## src/rtl/fetch_unit_if.sv

```systemverilog
// Instruction-memory request/response bundle between the fetch stage and imem.
// The fetch unit is the master; the memory (or a bench model) is the slave.
interface fetch_unit_if;
  logic        imem_read;
  logic [31:0] imem_address;
  logic [31:0] imem_rdata;
  logic        imem_resp;

  modport master (
    output imem_read,
    output imem_address,
    input  imem_rdata,
    input  imem_resp
  );

  modport slave (
    input  imem_read,
    input  imem_address,
    output imem_rdata,
    output imem_resp
  );
endinterface

```

## src/rtl/fetch_unit.sv

```systemverilog
// RV32I instruction-fetch stage: owns the PC, runs the imem handshake and
// holds one fetched instruction for decode, squashing wrong-path fetches.
module fetch_unit #(
  parameter logic [31:0] RESET_PC = 32'h6000_0000
) (
  input  logic                clk,
  input  logic                rst,
  input  logic                pc_en,
  input  logic                pcmux_sel,
  input  logic [31:0]         br_target,
  fetch_unit_if.master        imem,
  input  logic                id_stall,
  output logic                if_valid,
  output logic [31:0]         if_pc,
  output logic [31:0]         if_instr,
  output logic                fetch_busy
);

  localparam logic PCMUX_ALU_OUT = 1'b1;

  typedef enum logic [1:0] {
    IDLE  = 2'd0,
    BUSY  = 2'd1,
    DRAIN = 2'd2
  } state_t;

  state_t      state_reg;
  logic [31:0] pc_reg;
  logic [31:0] target_reg;
  logic        valid_reg;
  logic [31:0] if_pc_reg;
  logic [31:0] instr_reg;

  logic redirect;
  logic slot_free;

  assign redirect  = (pcmux_sel == PCMUX_ALU_OUT);
  assign slot_free = !valid_reg || !id_stall;

  // Request strobe and address come straight from state/PC registers, so they
  // stay stable for the whole life of a request.
  assign imem.imem_read    = (state_reg != IDLE);
  assign imem.imem_address = pc_reg;
  assign fetch_busy        = (state_reg != IDLE);
  assign if_valid          = valid_reg;
  assign if_pc             = if_pc_reg;
  assign if_instr          = instr_reg;

  always_ff @(posedge clk) begin
    if (rst) begin
      state_reg  <= IDLE;
      pc_reg     <= RESET_PC;
      target_reg <= 32'h0;
      valid_reg  <= 1'b0;
      if_pc_reg  <= 32'h0;
      instr_reg  <= 32'h0;
    end else begin
      // Accept by decode; a fill or redirect below overrides this.
      if (valid_reg && !id_stall) begin
        valid_reg <= 1'b0;
      end

      case (state_reg)
        IDLE: begin
          if (redirect) begin
            pc_reg    <= br_target;
            valid_reg <= 1'b0;
          end else if (pc_en && slot_free) begin
            state_reg <= BUSY;
          end
        end

        BUSY: begin
          if (imem.imem_resp && !redirect) begin
            instr_reg <= imem.imem_rdata;
            if_pc_reg <= pc_reg;
            valid_reg <= 1'b1;
            pc_reg    <= pc_reg + 32'd4;
            state_reg <= IDLE;
          end else if (imem.imem_resp) begin
            pc_reg    <= br_target;
            valid_reg <= 1'b0;
            state_reg <= IDLE;
          end else if (redirect) begin
            target_reg <= br_target;
            valid_reg  <= 1'b0;
            state_reg  <= DRAIN;
          end
        end

        DRAIN: begin
          // The squashed request must complete before the new PC is used.
          if (redirect) begin
            target_reg <= br_target;
            valid_reg  <= 1'b0;
          end
          if (imem.imem_resp) begin
            pc_reg    <= redirect ? br_target : target_reg;
            state_reg <= IDLE;
          end
        end

        default: begin
          state_reg <= IDLE;
        end
      endcase
    end
  end

endmodule

```

## src/flat_wrapper.sv

```systemverilog
// flat-port wrapper written by rule: the top's interface ports become plain ports
module fetch_unit_flat 
#(
  parameter logic [31:0] RESET_PC = 32'h6000_0000
)
  (clk, rst, pc_en, pcmux_sel, br_target, id_stall, if_valid, if_pc, if_instr, fetch_busy, imem_imem_read, imem_imem_address, imem_imem_rdata, imem_imem_resp);
  fetch_unit_if imem_i ();
  input  logic clk;
  input  logic rst;
  input  logic pc_en;
  input  logic pcmux_sel;
  input  logic [31:0] br_target;
  input  logic id_stall;
  output logic if_valid;
  output logic [31:0] if_pc;
  output logic [31:0] if_instr;
  output logic fetch_busy;
  output wire logic [$bits(imem_i.imem_read)-1:0] imem_imem_read;
  output wire logic [$bits(imem_i.imem_address)-1:0] imem_imem_address;
  input wire logic [$bits(imem_i.imem_rdata)-1:0] imem_imem_rdata;
  input wire logic [$bits(imem_i.imem_resp)-1:0] imem_imem_resp;
  assign imem_imem_read = imem_i.imem_read;
  assign imem_imem_address = imem_i.imem_address;
  assign imem_i.imem_rdata = imem_imem_rdata;
  assign imem_i.imem_resp = imem_imem_resp;
  fetch_unit #(.RESET_PC(RESET_PC)) u_core (.clk(clk), .rst(rst), .pc_en(pc_en), .pcmux_sel(pcmux_sel), .br_target(br_target), .imem(imem_i), .id_stall(id_stall), .if_valid(if_valid), .if_pc(if_pc), .if_instr(if_instr), .fetch_busy(fetch_busy));
endmodule
```

## config.mk

```make
export PLATFORM = sky130hd
export DESIGN_NAME = fetch_unit_flat
export DESIGN_NICKNAME = d
export VERILOG_FILES = /design/src/rtl/fetch_unit_if.sv /design/src/rtl/fetch_unit.sv /design/src/flat_wrapper.sv
export SDC_FILE = /design/constraint.sdc
export NUM_CORES = 1
export LEC_CHECK = 0
export BUFFER_PORTS_ARGS = -buffer_cell sky130_fd_sc_hd__buf_2
export CAP_MARGIN = 20
export CORE_AREA = 3 3 110 112
export CTS_BUF_LIST = sky130_fd_sc_hd__clkbuf_4
export DETAILED_ROUTE_END_ITERATION = 16
export DIE_AREA = 0 0 113 115
export GPL_ROUTABILITY_DRIVEN = 1
export GPL_TIMING_DRIVEN = 0
export MAX_ROUTING_LAYER = met4
export PLACE_DENSITY = 0.81
export SLEW_MARGIN = 20
export SYNTH_ARGS = -nofsm -noshare
export SYNTH_HDL_FRONTEND = slang
export SYNTH_SLANG_ARGS = --single-unit
```

## constraint.sdc

```tcl
create_clock -name clk -period 2.45 [get_ports clk]
set_input_delay 0.245 -clock clk [delete_from_list [all_inputs] [get_ports clk]]
set_output_delay 0.245 -clock clk [all_outputs]
set_load 0.05 [all_outputs]
```

==> results.md, run 1 <==
* Status: complete, no violations
* Synth Register Bits at 131
* Die H at between 100 and 150 um
* CP Class: register to register
* Hold Path Stages at 4
* Die width at around 110 um
* Async set-or-reset flop fraction in the synthesized netlist at 0
* Fin crit period at approximately 2.4 ns
* Critical Path Start Type: register
* Hold slack at between 0.08 and 0.09 ns
* Routability Congestion at approximately 1
* Mapped Nets at 862
* Seq/Total Area, Yosys at 0.436
* Post-synth top area share at 0.436
* Syn Std Cell Area at between 6000 and 7000 sq um
* Layout cells sized above 1 at 0.235
* DR WL/cell at approximately 17 um
* Post-DP HPWL at roughly 14 mm
* Ports at roughly 170
* Routed vias/inst at 5.79
* Syn Area/Cell at 7.65 sq um
* Mapped Cells at between 700 and 800
* Synth area leaders: dfxtp_1 44%, nand2_1 14%, a21oi_1 10%
* Slew Viols, Final at 0
* Synth area leader: dfxtp_1
* Initial antenna violation count at 0
* Overall power at between 4 and 5 mW
* Area delta synth->final at 33.4%
* Layout Cell Area excl Fill at 8030 sq um
* Clock Skew at around 0.021 ns
* Initial Util at 0.532
* GRT Total Usage at 0.321
* Root buf cell: clkbuf_4
* Crit path DAT at between 2 and 3 ns
* Worst-path clk slew at between 0.1 and 0.15 ns
* Vias at 6879
* DR iter-0 viols at ~830
* R2R setup slack at around 0.065 ns
* Max IR drop VDD at roughly 430 uV
* Number of port buffers at 166
* Synth top cells by count: 217 x nand2_1, 131 x dfxtp_1, 120 x a21oi_1, 57 x clkbuf_1, 35 x o21ai_0
* Drt drc at 0
* F_max at about 0.42 GHz
* H-tree depth at 4
* Synth unique cells at 54
* Area post-placement at ~7000 sq um
* Final period util at 0.973
* Worst slack, placed at -0.556 ns
* First-pass GRT wire length at between 30 and 40 mm
* Max Fanout on Critical Path at 8
* Rel. slew slack at 0.527
* Routed Antenna Nets at 0
* # rows at 39
* DRT Pass-1 Iters at 6
* Worst-Skew Late Latency at 0.53 ns
* Final WL at approximately 21 mm
* Count leader, synth: nand2_1
* CP endpoint kind: register
* Max_cap viols at 0
* Layout Nets at approximately 1100
* Synth Warn # at 0
* Number of synthesized flops with an enable pin at 0
* Vias in the first global route at 6431
* CTS tree: built
* Slew @ Worst Pin at 0.710 ns
* Critical Path RT at between 2 and 3 ns
* Util after Layout at 0.709
* Reg2Reg Depth at 8
* Clock sinks at ~130
* Pin count of the biggest net entering global routing at 17
* P_leak at approximately 3.2 nW
* Power per cell area at around 600 nW/um^2
* Worst setup margin at 0.0653 ns
* Full die area at between 10000 and 15000 sq um
* Worst Hold Class: input pin to register
* Core ar. at 11300 sq um
* RSZ-0062 raised after global routing: true
* Setup violators final at 0
* Largest buffer count on any clock path at 2
* CTS buffer count at 17
* GR Overflow Total at 0
* Most used DFF post-synth: dfxtp_1
* Final Hold Vio Count at 0
-- area by class of cell --
cell class / count / area [sq um]
buffer: 63 / 282
fill: 945 / 3290
sequential: 131 / 2630
inverter: 16 / 60.1
multi-input combinational: 574 / 3150
timing repair buffer: 230 / 1470
clock buffer: 19 / 143
clock inverter: 12 / 116
tap: 143 / 179
antenna: 1 / 2.50
-- cell usage in the layout (no fill, tap or decap), types with 8 or more instances in the layout --
| cell type | instances |
|---|---|
| o21ai_0 | 35 |
| a221oi_1 | 13 |
| clkbuf_2 | 14 |
| nand3_1 | 18 |
| nand4_1 | 8 |
| dfxtp_1 | 129 |
| nor4_1 | 9 |
| nor3_1 | 12 |
| a31oi_1 | 8 |
| inv_1 | 16 |
| mux2i_1 | 9 |
| nor2_1 | 19 |
| a21oi_1 | 120 |
| buf_2 | 173 |
| dlygate4sd3_1 | 64 |
| clkbuf_1 | 37 |
| clkbuf_4 | 22 |
| nand2_1 | 217 |
-- metal layers --
metal | wire length, um | up-vias | GRT usage
met2 | 9970 | 411 | 0.520
met1 | 8130 | 3111 | 0.387
met5 | 0 | - | -
met4 | 708 | 0 | 0.131
li1 | - | 3278 | -
met3 | 1960 | 79 | 0.0747
-- report_power, final --
| part | total [mW] | switching (mW) | internal, mW |
|---|---|---|---|
| Combinational | 1.08 | 0.711 | 0.365 |
| Clock | 1.40 | 0.790 | 0.607 |
| Sequential | 2.35 | 0.122 | 2.23 |
-- path summary, 6_finish.rpt --
check | start | end
min | id_stall | u_core.if_valid
min reg2reg | u_core.if_pc[18] | u_core.if_pc[18]
max | u_core.state_reg[0] | u_core.imem.imem_address[26]
max reg2reg | u_core.state_reg[0] | u_core.imem.imem_address[26]
-- timing repair --
action                                  CTS  global route
setup buffers                             0             0
gates resized for setup                  22            22
hold endpoints to repair                 64             0
hold buffers                             64             0
cloned                                    0             0
endpoints found under the setup margin   78           112
-- critical path, stage by stage (launching register included) --
cell and delay, ns:
dfxtp_1 0.40, inv_1 0.11, ha_1 0.33, and3b_1 0.23
clkbuf_1 0.20, a221oi_1 0.56, nand4_1 0.16, a21oi_1 0.22
nor3_1 0.06
-- logic make-up after synthesis --
kind of cell    Yosys count  share of synthesized area
simple gates            321                      0.236
compound gates          232                      0.240
flops                   131                      0.436
fa+ha+maj                 5                     0.0104
buf+inv                  82                     0.0530
xor+xnor                  7                     0.0102
mux                       9                     0.0150
-- stage by stage --
stage,setup TNS [ns],cells
finish,0,1189
floorplan,0,787
CTS,0,1190
detailed placement,-11.20,1096
global placement,-9.16,1096
global route,-0.0217,1188
Note: power is estimated with default switching activity, not from simulation.
==> run 2, diff against run 1 <==
- CELL_PAD_IN_SITES_DETAIL_PLACEMENT: default -> 1
- CELL_PAD_IN_SITES_GLOBAL_PLACEMENT: default -> 2
- CORE_AREA: 3 3 110 112 -> 3 3 146 148
- DIE_AREA: 0 0 113 115 -> 0 0 149 151
- PLACE_DENSITY: 0.81 -> default
- PLACE_DENSITY_LB_ADDON: default -> 0.1
==> run 2 against run 1 <==
Die area rose by 73%. Critical path type unchanged. Maximum frequency is 0.27% lower. Cell area is 3.8% higher. Non-clock buffer count increased by 2.
==> results.md, run 2 (same netlist as run 1, synthesis figures left out) <==
* P_leak at 3.30 nW (+1.6%)
* Worst Hold Class: input pin to register
* Post-Layout Cell Count at 1318 (+11%)
* Hold Path Sink: u_core.if_valid
* Drt drc at 0 (unchanged)
* Worst setup margin at 0.0588 ns (-0.00650 ns)
* Crit-path max cell delay at 0.40 ns (-0.16 ns)
* P_sw at 1.75 mW (+8.1%)
* Multi-input gate area at 3210 sq um (+2.1%)
* Fin crit period at 2.39 ns (+0.00650 ns)
* F_max at 0.418 GHz (-0.27%)
* GRT Total Usage at 0.223 (-0.0977)
* Placed cells at 1223 (+12%)
* Most Frequent Cell on Critical Path: clkbuf_8
* RSZ-0062 raised after global routing: true
* Worst-path clk slew at 0.13 ns (+0.02 ns)
* Post-DP HPWL at 18.3 mm (+29%)
* Hold Path Stages at 4 (unchanged)
* R2R setup slack at 0.06 ns (about the same)
* Reg2Reg Depth at 8 (unchanged)
* Worst r2r src: u_core.state_reg[1]
* Crit path DAT at 2.79 ns (about the same)
* Hold Startpoint: id_stall
* Critical Path Start Type: register
* Critical Path Start: u_core.state_reg[1]
* Max Fanout on Critical Path at 10 (+2)
* Vias in the first global route at 6466 (+0.54%)
* Slowest stage cell, crit path: a221oi_2
* Rel. slew slack at 0.372 (-0.155)
* Routed Antenna Nets at 0 (unchanged)
* Switching Fraction at 0.347 (+0.0103)
* CP Class: register to register
* Bufs and invs on worst path at 3 (+1)
* DR WL/cell at 19.0 um (+8.9%)
* Largest buffer count on any clock path at 2 (unchanged)
* Worst slack, placed at -0.597 ns (-0.0410 ns)
* Layout cells sized above 1 at 0.254 (+0.0187)
* Root buf cell: clkbuf_4
* Max_cap viols at 0 (unchanged)
* Final WL at 25.1 mm (+21%)
* Logic pwr share at 0.221 (-0.002)
* CTS buffer count at 17 (unchanged)
* Commonest cells after routing, fill and taps aside: 217 x nand2_1, 172 x buf_2, 125 x dfxtp_1
* Critical Path RT at 2.85 ns (about the same)
* First-pass GRT wire length at 37.8 mm (+17%)
* Slew @ Worst Pin at 0.942 ns (+0.232 ns)
* Ports at 169 (unchanged)
* CP top delay family: compound AO/OA/AOI/OAI gates
* Clk network pwr share at 0.311 (+0.021)
* DRT Pass-1 Iters at 4 (-2)
* Final period util at 0.976 (+0.00265)
* Hold slack at 0.0675 ns (-0.0166 ns)
* Pin count of the biggest net entering global routing at 17 (unchanged)
* # rows at 52 (+33%)
* Routed vias/inst at 5.05 (-13%)
* Status: complete, no violations
* Clock sinks at 131 (unchanged)
* Util after Layout at 0.413 (-0.296)
* Area delta synth->final at 38.5%
* Initial Util at 0.298 (-0.233)
* Routability Congestion at 0.818 (-17%)
* Max IR drop VDD at 226 uV (-47%)
* Reg area at 2630 sq um (+0.29%)
* Setup violators final at 0 (unchanged)
* Die H at 151 um (+31%)
* H-tree depth at 4 (unchanged)
* CP cell instances: inv_1 -> ha_4 -> a21bo_2 -> a31o_2 -> clkbuf_8 -> clkbuf_8 -> a221oi_2 -> a221oi_1
* CP endpoint kind: register
* DR iter-0 viols at 370 (-55%)
* Slew Viols, Final at 0 (unchanged)
* GR Overflow Total at 0 (unchanged)
* Filler cells at 2547 (+170%)
* CTS tree: built
* Die width at 149 um (+32%)
* Power per cell area at 607 nW/um^2 (+1.0%)
* Layout Nets at 1110 (+0.18%)
* Clock Skew at 0.0148 ns (-0.00609 ns)
* Core ar. at 20200 sq um (+78%)
* Final Hold Vio Count at 0 (unchanged)
* Reg2reg end: u_core.imem.imem_address[25]
* TNS Setup at 0 ns (unchanged)
* Full die area at 22500 sq um (+73%)
* Commonest non-fill, non-tap cell in the layout: nand2_1
* Worst-Skew Late Latency at 0.54 ns (about the same)
* Pint at 3.30 mW (+3.3%)
* Initial antenna violation count at 1 (+1)
* Number of port buffers at 166 (unchanged)
* Flop pwr share at 0.469 (-0.018)
* Vias at 6653 (-3.3%)
-- run 2: worst reg2reg max path: cells and delay by family (launching register included) --
kind / cells / cell delay [ns]
AO/OA/AOI/OAI: 4 / 1.07
buffers and inverters: 3 / 0.47
flip-flops: 1 / 0.38
adder cells (fa/ha/maj): 1 / 0.31
-- run 2: power groups by stage --
stage	Sequential (mW)	Clock (mW)	Combinational, mW
2_1_floorplan	2.62	0	0.404
3_3_place_gp	2.41	0	0.990
3_5_place_dp	2.41	0	0.992
4_1_cts	2.36	1.63	1.10
5_1_grt	2.39	1.74	1.20
6_report	2.37	1.57	1.12
-- run 2: what timing repair did --
item / CTS / global route
hold buffers: 64 / 0
hold endpoints to repair: 64 / 0
buffers inserted: 0 / 2
cloned: 0 / 0
pin swaps: 1 / 3
gates resized for setup: 39 / 34
setup endpoints to repair: 112 / 86
-- run 2: final cells by class --
| cell class | instances | area share |
|---|---|---|
| repair buffers | 232 | 0.178 |
| diodes | 1 | 0.000300 |
| clock buffers | 17 | 0.0153 |
| flip-flops and latches | 131 | 0.316 |
| multi-input cells | 574 | 0.386 |
| plain buffers | 63 | 0.0371 |
| clock inverters | 14 | 0.0197 |
| well taps | 270 | 0.0405 |
| inverters | 16 | 0.00721 |
-- run 2: per-stage QoR --
| step | power, mW | area (sq um) |
|---|---|---|
| floorplan | 3.02 | 6020 |
| global placement | 3.40 | 7190 |
| detailed placement | 3.40 | 7190 |
| CTS | 5.09 | 8240 |
| global route | 5.32 | 8330 |
| finish | 5.06 | 8330 |
-- run 2: routing by layer --
layer  track usage  part of all wire  vias to the layer above
li1              -                 -                     3280
met4        0.0549             0.015                        0
met3        0.0440             0.050                       24
met1         0.300              0.48                     3177
met5             -                 0                        -
met2         0.349              0.46                      172
-- run 2: how the worst max path moves through the flow --
stage	cells past startpoint	end
floorplan	7	u_core.imem.imem_address[24]
global placement	9	u_core.imem.imem_address[9]
detailed placement	9	u_core.imem.imem_address[9]
CTS	8	u_core.imem.imem_address[25]
global route	8	u_core.imem.imem_address[25]
finish	8	u_core.imem.imem_address[25]
